File: src/rtl/mem_pkg.sv
// Shared types for the memory-stage controller: access widths, FSM states
// and the alignment rule applied at request accept.
package mem_pkg;

    typedef enum logic [1:0] {
        WT_NONE = 2'b00,
        WT_32   = 2'b01,
        WT_36   = 2'b10,
        WT_128  = 2'b11
    } wtype_t;

    typedef enum logic [1:0] {
        IDLE,
        LOOKUP,
        MISS_WAIT,
        RESP
    } mem_ctrl_state_t;

    localparam int LINE_BYTES = 16;

    // word = addr[3:2]; the byte offset addr[1:0] never affects alignment.
    function automatic logic is_misaligned(input logic [1:0] wtype, input logic [1:0] word);
        return ((wtype_t'(wtype) == WT_128) && (word != 2'b00)) ||
               ((wtype_t'(wtype) == WT_36) && word[0]);
    endfunction

endpackage

File: src/rtl/mem_miss_timer.sv
// Watchdog counter for the miss wait: cleared on entry, counts each waiting
// cycle, and flags expiry in the cycle that completes TIMEOUT waiting cycles.
module mem_miss_timer #(
    parameter int TIMEOUT = 1024
) (
    input  logic clk,
    input  logic rst,
    input  logic clear,
    input  logic en,
    output logic expired
);

    localparam int CNT_W = $clog2(TIMEOUT + 1);
    localparam logic [CNT_W-1:0] LAST = CNT_W'(TIMEOUT - 1);

    logic [CNT_W-1:0] count;

    always_ff @(posedge clk or posedge rst) begin
        if (rst) begin
            count <= '0;
        end else if (clear) begin
            count <= '0;
        end else if (en && (count != LAST)) begin
            count <= count + 1'b1;
        end
    end

    assign expired = en && (count == LAST);

endmodule

File: src/rtl/mem_ctrl.sv
// Memory-stage controller: one load/store at a time through the data cache.
// Optional miss watchdog enabled by defining MEM_CTRL_WATCHDOG_EN.
module mem_ctrl
    import mem_pkg::*;
#(
    parameter int ADDR_W       = 36,
    parameter int MISS_TIMEOUT = 1024
) (
    input  logic              clk,
    input  logic              rst,
    input  logic              req_valid,
    output logic              req_ready,
    input  logic              req_write,
    input  logic [ADDR_W-1:0] req_addr,
    input  logic [1:0]        req_wtype,
    input  logic [127:0]      req_wdata,
    output logic              cache_req,
    output logic              cache_we,
    output logic [ADDR_W-1:0] cache_addr,
    output logic [127:0]      cache_wdata,
    input  logic              cache_hit,
    input  logic              cache_fill_done,
    output logic [1:0]        line,
    output logic [1:0]        w_type,
    output logic              mem_operation,
    output logic              wb_valid,
    output logic              stall,
    output logic              err
);

    // Handshake: a request transfers in any cycle with req_valid && req_ready;
    // req_ready is high only in IDLE, and req_valid is ignored elsewhere.

    mem_ctrl_state_t   state, state_n;
    logic [ADDR_W-1:0] addr_q;
    logic              write_q;
    wtype_t            wtype_q;
    logic [127:0]      wdata_q;
    logic              err_q;

    logic accept;
    logic misaligned;
    logic skip_cache;
    logic miss_expired;
    logic timeout_err;

    assign misaligned  = is_misaligned(req_wtype, req_addr[3:2]);
    assign skip_cache  = (wtype_t'(req_wtype) == WT_NONE) || misaligned;
    assign timeout_err = (state == MISS_WAIT) && !cache_fill_done && miss_expired;

`ifdef MEM_CTRL_WATCHDOG_EN
    logic timer_clear;
    logic timer_en;

    assign timer_clear = (state == LOOKUP) && !cache_hit;
    assign timer_en    = (state == MISS_WAIT);

    mem_miss_timer #(
        .TIMEOUT(MISS_TIMEOUT)
    ) u_miss_timer (
        .clk    (clk),
        .rst    (rst),
        .clear  (timer_clear),
        .en     (timer_en),
        .expired(miss_expired)
    );
`else
    // Without the watchdog a miss waits for its fill indefinitely.
    assign miss_expired = 1'b0 && (MISS_TIMEOUT > 0);
`endif

    always_ff @(posedge clk or posedge rst) begin
        if (rst) begin
            state <= IDLE;
        end else begin
            state <= state_n;
        end
    end

    always_comb begin
        state_n       = state;
        accept        = 1'b0;
        req_ready     = 1'b0;
        stall         = 1'b1;
        cache_req     = 1'b0;
        cache_we      = 1'b0;
        wb_valid      = 1'b0;
        mem_operation = 1'b0;
        case (state)
            IDLE: begin
                req_ready = 1'b1;
                stall     = req_valid;
                if (req_valid) begin
                    accept  = 1'b1;
                    state_n = skip_cache ? RESP : LOOKUP;
                end
            end
            LOOKUP: begin
                cache_req = 1'b1;
                cache_we  = write_q;
                state_n   = cache_hit ? RESP : MISS_WAIT;
            end
            MISS_WAIT: begin
                // A fill arriving on the expiry cycle wins and retries.
                if (cache_fill_done) begin
                    state_n = LOOKUP;
                end else if (miss_expired) begin
                    state_n = RESP;
                end
            end
            RESP: begin
                wb_valid      = 1'b1;
                mem_operation = !write_q && (wtype_q != WT_NONE) && !err_q;
                state_n       = IDLE;
            end
            default: begin
                state_n = IDLE;
            end
        endcase
    end

    always_ff @(posedge clk or posedge rst) begin
        if (rst) begin
            addr_q  <= '0;
            write_q <= 1'b0;
            wtype_q <= WT_NONE;
            wdata_q <= '0;
            err_q   <= 1'b0;
        end else if (accept) begin
            addr_q  <= req_addr;
            write_q <= req_write;
            wtype_q <= wtype_t'(req_wtype);
            wdata_q <= req_wdata;
            err_q   <= misaligned;
        end else if (timeout_err) begin
            err_q   <= 1'b1;
        end
    end

    assign cache_addr  = addr_q;
    assign cache_wdata = wdata_q;
    assign line        = addr_q[3:2];
    assign w_type      = wtype_q;
    assign err         = err_q;

endmodule

File: config.mk
export PLATFORM = sky130hd
export DESIGN_NAME = mem_ctrl
export DESIGN_NICKNAME = d
export VERILOG_FILES = /design/src/rtl/mem_pkg.sv /design/src/rtl/mem_miss_timer.sv /design/src/rtl/mem_ctrl.sv
export SDC_FILE = /design/constraint.sdc
export NUM_CORES = 1
export LEC_CHECK = 0
export BUFFER_PORTS_ARGS = -buffer_cell sky130_fd_sc_hd__clkbuf_2
export CAP_MARGIN = 20
export CORE_AREA = 2 2 135 137
export CTS_BUF_LIST = sky130_fd_sc_hd__clkbuf_4 sky130_fd_sc_hd__clkbuf_8
export DETAILED_ROUTE_END_ITERATION = 10
export DIE_AREA = 0 0 137 139
export GPL_ROUTABILITY_DRIVEN = 0
export PLACE_DENSITY_LB_ADDON = 0.25
export SETUP_SLACK_MARGIN = 0.4
export SYNTH_ARGS = -nofsm -noshare
export SYNTH_HDL_FRONTEND = slang
export SYNTH_HIERARCHICAL = 1
export SYNTH_SLANG_ARGS = --single-unit
File: constraint.sdc
create_clock -name clk -period 7.1 [get_ports clk]
set_input_delay 1.42 -clock clk [delete_from_list [all_inputs] [get_ports clk]]
set_output_delay 1.42 -clock clk [all_outputs]
set_load 0.05 [all_outputs]
; Word-level counts from Yosys, hierarchy flattened
; Cells that the tools add are included.
[op_classes]
n_reduce_logical = 13
eq_ne = 7
muxes = 13
[ops]
columns = operator, count
row1 = 2-to-1 mux 1 bit, 9
row2 = == test 2 bit (second input constant), 4
row3 = case mux 2 bit (4 select lines), 1
row4 = 2-to-1 mux 2 bit, 3
row5 = logical AND 1 bit, 4
row6 = zero test 2 bit, 2
row7 = != test 2 bit (second input constant), 2
row8 = nonzero test 2 bit, 2
row9 = == test 2 x 1 -> 1 bit (second input constant), 1
row10 = zero test 1 bit, 2
row11 = logical OR 1 bit, 2
row12 = AND reduction 2 bit, 1
[totals]
inputBits = 172
output_inout_bits = 175
wordCells = 39
ff_bits = 170

; Longest topological paths before layout
[logic_depth]
word_depth = 7
ltp_mapped = 6
mapped_depth_nobuf = 3

; Least setup slack after synthesis
; OpenSTA, ideal clock, no wires.
[synth_timing]
kind = register -> output
startpoint = reg state[0]
endpoint = out mem_operation
path_stages_with_launch = 3
slack_ns = 3.135
path_buffers = 0
t_arrival_ns = 2.545
cell_sequence = dfrtp_1 and2_1 nor4b_1
[synth_between]
elab_chain_cells = 2
[synth_rtl]
columns = element, line_no
row1 = from (decl), mem_ctrl.sv:34  ; mem_ctrl_state_t state, state_n;
row2 = from (signal assigned), mem_ctrl.sv:76  ; state <= state_n;
row3 = == test 2 bit, mem_ctrl.sv:89  ; case (state)
row4 = 2-to-1 mux 1 bit, mem_ctrl.sv:89
row5 = to (decl), mem_ctrl.sv:25  ; output logic mem_operation,
; No other way between the ends.

; Worst setup path in the final report
[layout_timing]
startpoint = in req_valid
endpoint = out stall
[layout_between]
elab_chain_cells = 1
[layout_rtl]
columns = element, line_no
row1 = from (decl), mem_ctrl.sv:11  ; input logic req_valid,
row2 = 2-to-1 mux 1 bit, mem_ctrl.sv:89
row3 = to (decl), mem_ctrl.sv:27  ; output logic stall,
; No other way between the ends.

==> summary.txt <==
Fin Setup TNS: 0 ns
WL met2: 8.38 mm
Final min period: 3.54 ns
Via density: 4.53
Total routed wirelength: 15.9 mm
Max Fclk: 282 MHz
Final Hold Viols: 0
# diodes: 0
Worst R2R Path Depth: 3
Mapped cell area: 6820 um^2
Worst setup margin: 3.56 ns
Nets: 897
Max FO, Critical Path: 3
Clock root buffer: clkbuf_8
Global-route wire length before repair: 24.8 mm
Net count after synthesis: 550
Clock tree from TritonCTS: done
Final worst-path cycle share: 49.9%
Post_cts resized: 0
Avg Cell Area, Syn: 18.0 um^2
Hold Path Class: reg -> reg
Slew @ Worst Pin: 1.03 ns
Cell variety after synth: 20
Wirelength per Cell: 16.5 um
Hold Path Cell Cnt: 1
Worst-path clk slew: 0.09 ns
Layout Area Growth over Synthesis: 33.5%
FF-to-FF Start: state[0]$_DFFE_PP0P_
WHS Endpoint: cache_wdata[46]$_DFFE_PP0P_
Worst setup startpoint: req_valid
Outcome: finished, final reports clean
Met1 wire length: 6.14 mm
# setup viols final: 0
Vias in the first global route: 4683
Worst skew pair latency: 0.45 ns
FF+latch count, synth: 170
Die Span Y: 139 um
Data required time of the critical path: 5.68 ns
CP Class: in -> out
Uppermost layer routed: met4
Number of DRC markers in iteration 0: 138
Post-DP HPWL: 12.1 mm
Maxcap violations: 0
Worst Path Arrival: 2.12 ns
Total number of vias: 4378
Worst setup EP type: primary output
Dpl ws: 3.31 ns
Initial Utilization: 38.6%
Slew Limit Fails: 0
Sequential fraction of the synthesis area: 62.4%
Max-slew headroom: 31.4%
Cts bufs inserted: 17
Maximum clock insertion buffer count: 2
Synthesis warning total: 6
Routed Antenna Nets: 0
CP Launch Type: primary input
Cell row count: 49
Pin count of the biggest net entering global routing: 105
Metal3 WL: 1.09 mm
Die area: 19000 um^2
H-Tree Depth: 4
Worst reg2reg setup slack: 4.44 ns
First drt pass iteration count: 5
Hold Slack: 0.510 ns
RSZ-0062 raised after global routing: no
Antenna violations before repair: 0
Clock sink count: 170
Total I/O pin count: 347
DR DRC count: 0
Total congestion overflow: 0
Post-CTS setup buffers: 0
Share of cells above drive strength 1: 74.7%
GRT Util Overall: 16.8%
Synth Instances: 378
HP Start: cache_wdata[46]$_DFFE_PP0P_
Die Span X: 137 um
Clock skew: 0.00883 ns
R2r endpoint: cache_wdata[108]$_DFFE_PP0P_
Hold buffer count at CTS: 0
Core ar.: 17700 um^2
PortBufs: 346
[final cells by class]
cell class / count / area (um^2)
Sequential cell: 170 / 4250
Fill cell: 1563 / 8560
Inverter: 1 / 8.76
Clock inverter: 14 / 184
Timing Repair Buffer: 349 / 1750
Tap cell: 229 / 287
Clock buffer: 18 / 241
Multi-Input combinational cell: 186 / 2370
[registers in the layout, indices dropped and copies added, names as in the netlist]
name / cells
cache_wdata: 128
cache_addr: 36
state: 2
w_type: 2
err: 1
write_q: 1
[critical path, stage by stage]
cell and delay, ns:
clkbuf_2 0.09, or3_1 0.35, clkbuf_2 0.26
[layout by cell type, fill, tap and decap left out]
master,n
o21ai_0,3
a31oi_1,1
clkbuf_2,346
inv_6,5
clkinv_4,4
clkbuf_4,1
clkinv_2,1
clkbuf_8,17
mux2_2,67
bufinv_16,3
nor2b_1,1
dfrtp_1,170
nor4b_1,1
and2_1,2
mux2i_1,1
mux2_4,100
nand2_1,3
or2_2,1
or3b_4,1
nor2_1,2
nand3b_1,1
inv_8,1
clkinvlp_4,1
buf_4,3
or3_1,1
a21o_1,1
[cells by family after synthesis]
kind of cell           Yosys count  share of synthesized area (%)
DFF                            170                           62.4
muxes                          168                           33.2
buffers and inverters           22                           2.86
and+or+nand+nor                 13                           1.10
AOI/OAI and AO/OA                5                          0.422
[per-stage QoR]
stage | cells | cell area (um^2) | util (%)
2_1_floorplan | 378 | 6820 | -
3_3_place_gp | 935 | 8680 | 49.1
3_5_place_dp | 935 | 8680 | 49.1
4_1_cts | 967 | 9100 | 51.5
5_1_grt | 967 | 9100 | 51.5
6_report | 967 | 9100 | 51.5
[per-layer routing]
metal / vias up / track usage, %
li1: 2014 / -
met1: 2156 / 19.0
met2: 180 / 29.7
met3: 28 / 4.53
met4: 0 / 6.73
met5: - / 0
[cell usage after synthesis, drive strengths merged]
cell type / count / area [um^2]
dfrtp: 170 / 4250
mux2: 167 / 2260
buf: 21 / 191
nand2: 3 / 11.3
o21ai: 3 / 15.0
and2: 2 / 12.5
nor2: 2 / 7.51
a21o: 1 / 7.51
a31oi: 1 / 6.26
inv: 1 / 3.75
mux2i: 1 / 10.0
nand3b: 1 / 7.51
nor2b: 1 / 6.26
nor4b: 1 / 8.76
or2: 1 / 6.26
or3: 1 / 6.26
or3b: 1 / 8.76
[worst max path at each step]
| stage | cells past startpoint | slack, ns | endpoint |
|---|---|---|---|
| 3_3_place_gp | 4 | 3.37 | cache_wdata[56]$_DFFE_PP0P_ |
| 4_1_cts | 3 | 3.55 | stall |
| 2_1_floorplan | 1 | 1.08 | cache_addr[0]$_DFFE_PP0P_ |
| 3_5_place_dp | 4 | 3.31 | cache_wdata[57]$_DFFE_PP0P_ |
| 6_report | 3 | 3.56 | stall |
| 5_1_grt | 3 | 3.52 | stall |
Power is not shown: default switching activity piles up to over one toggle a cycle in this logic, so the estimate is an artifact.
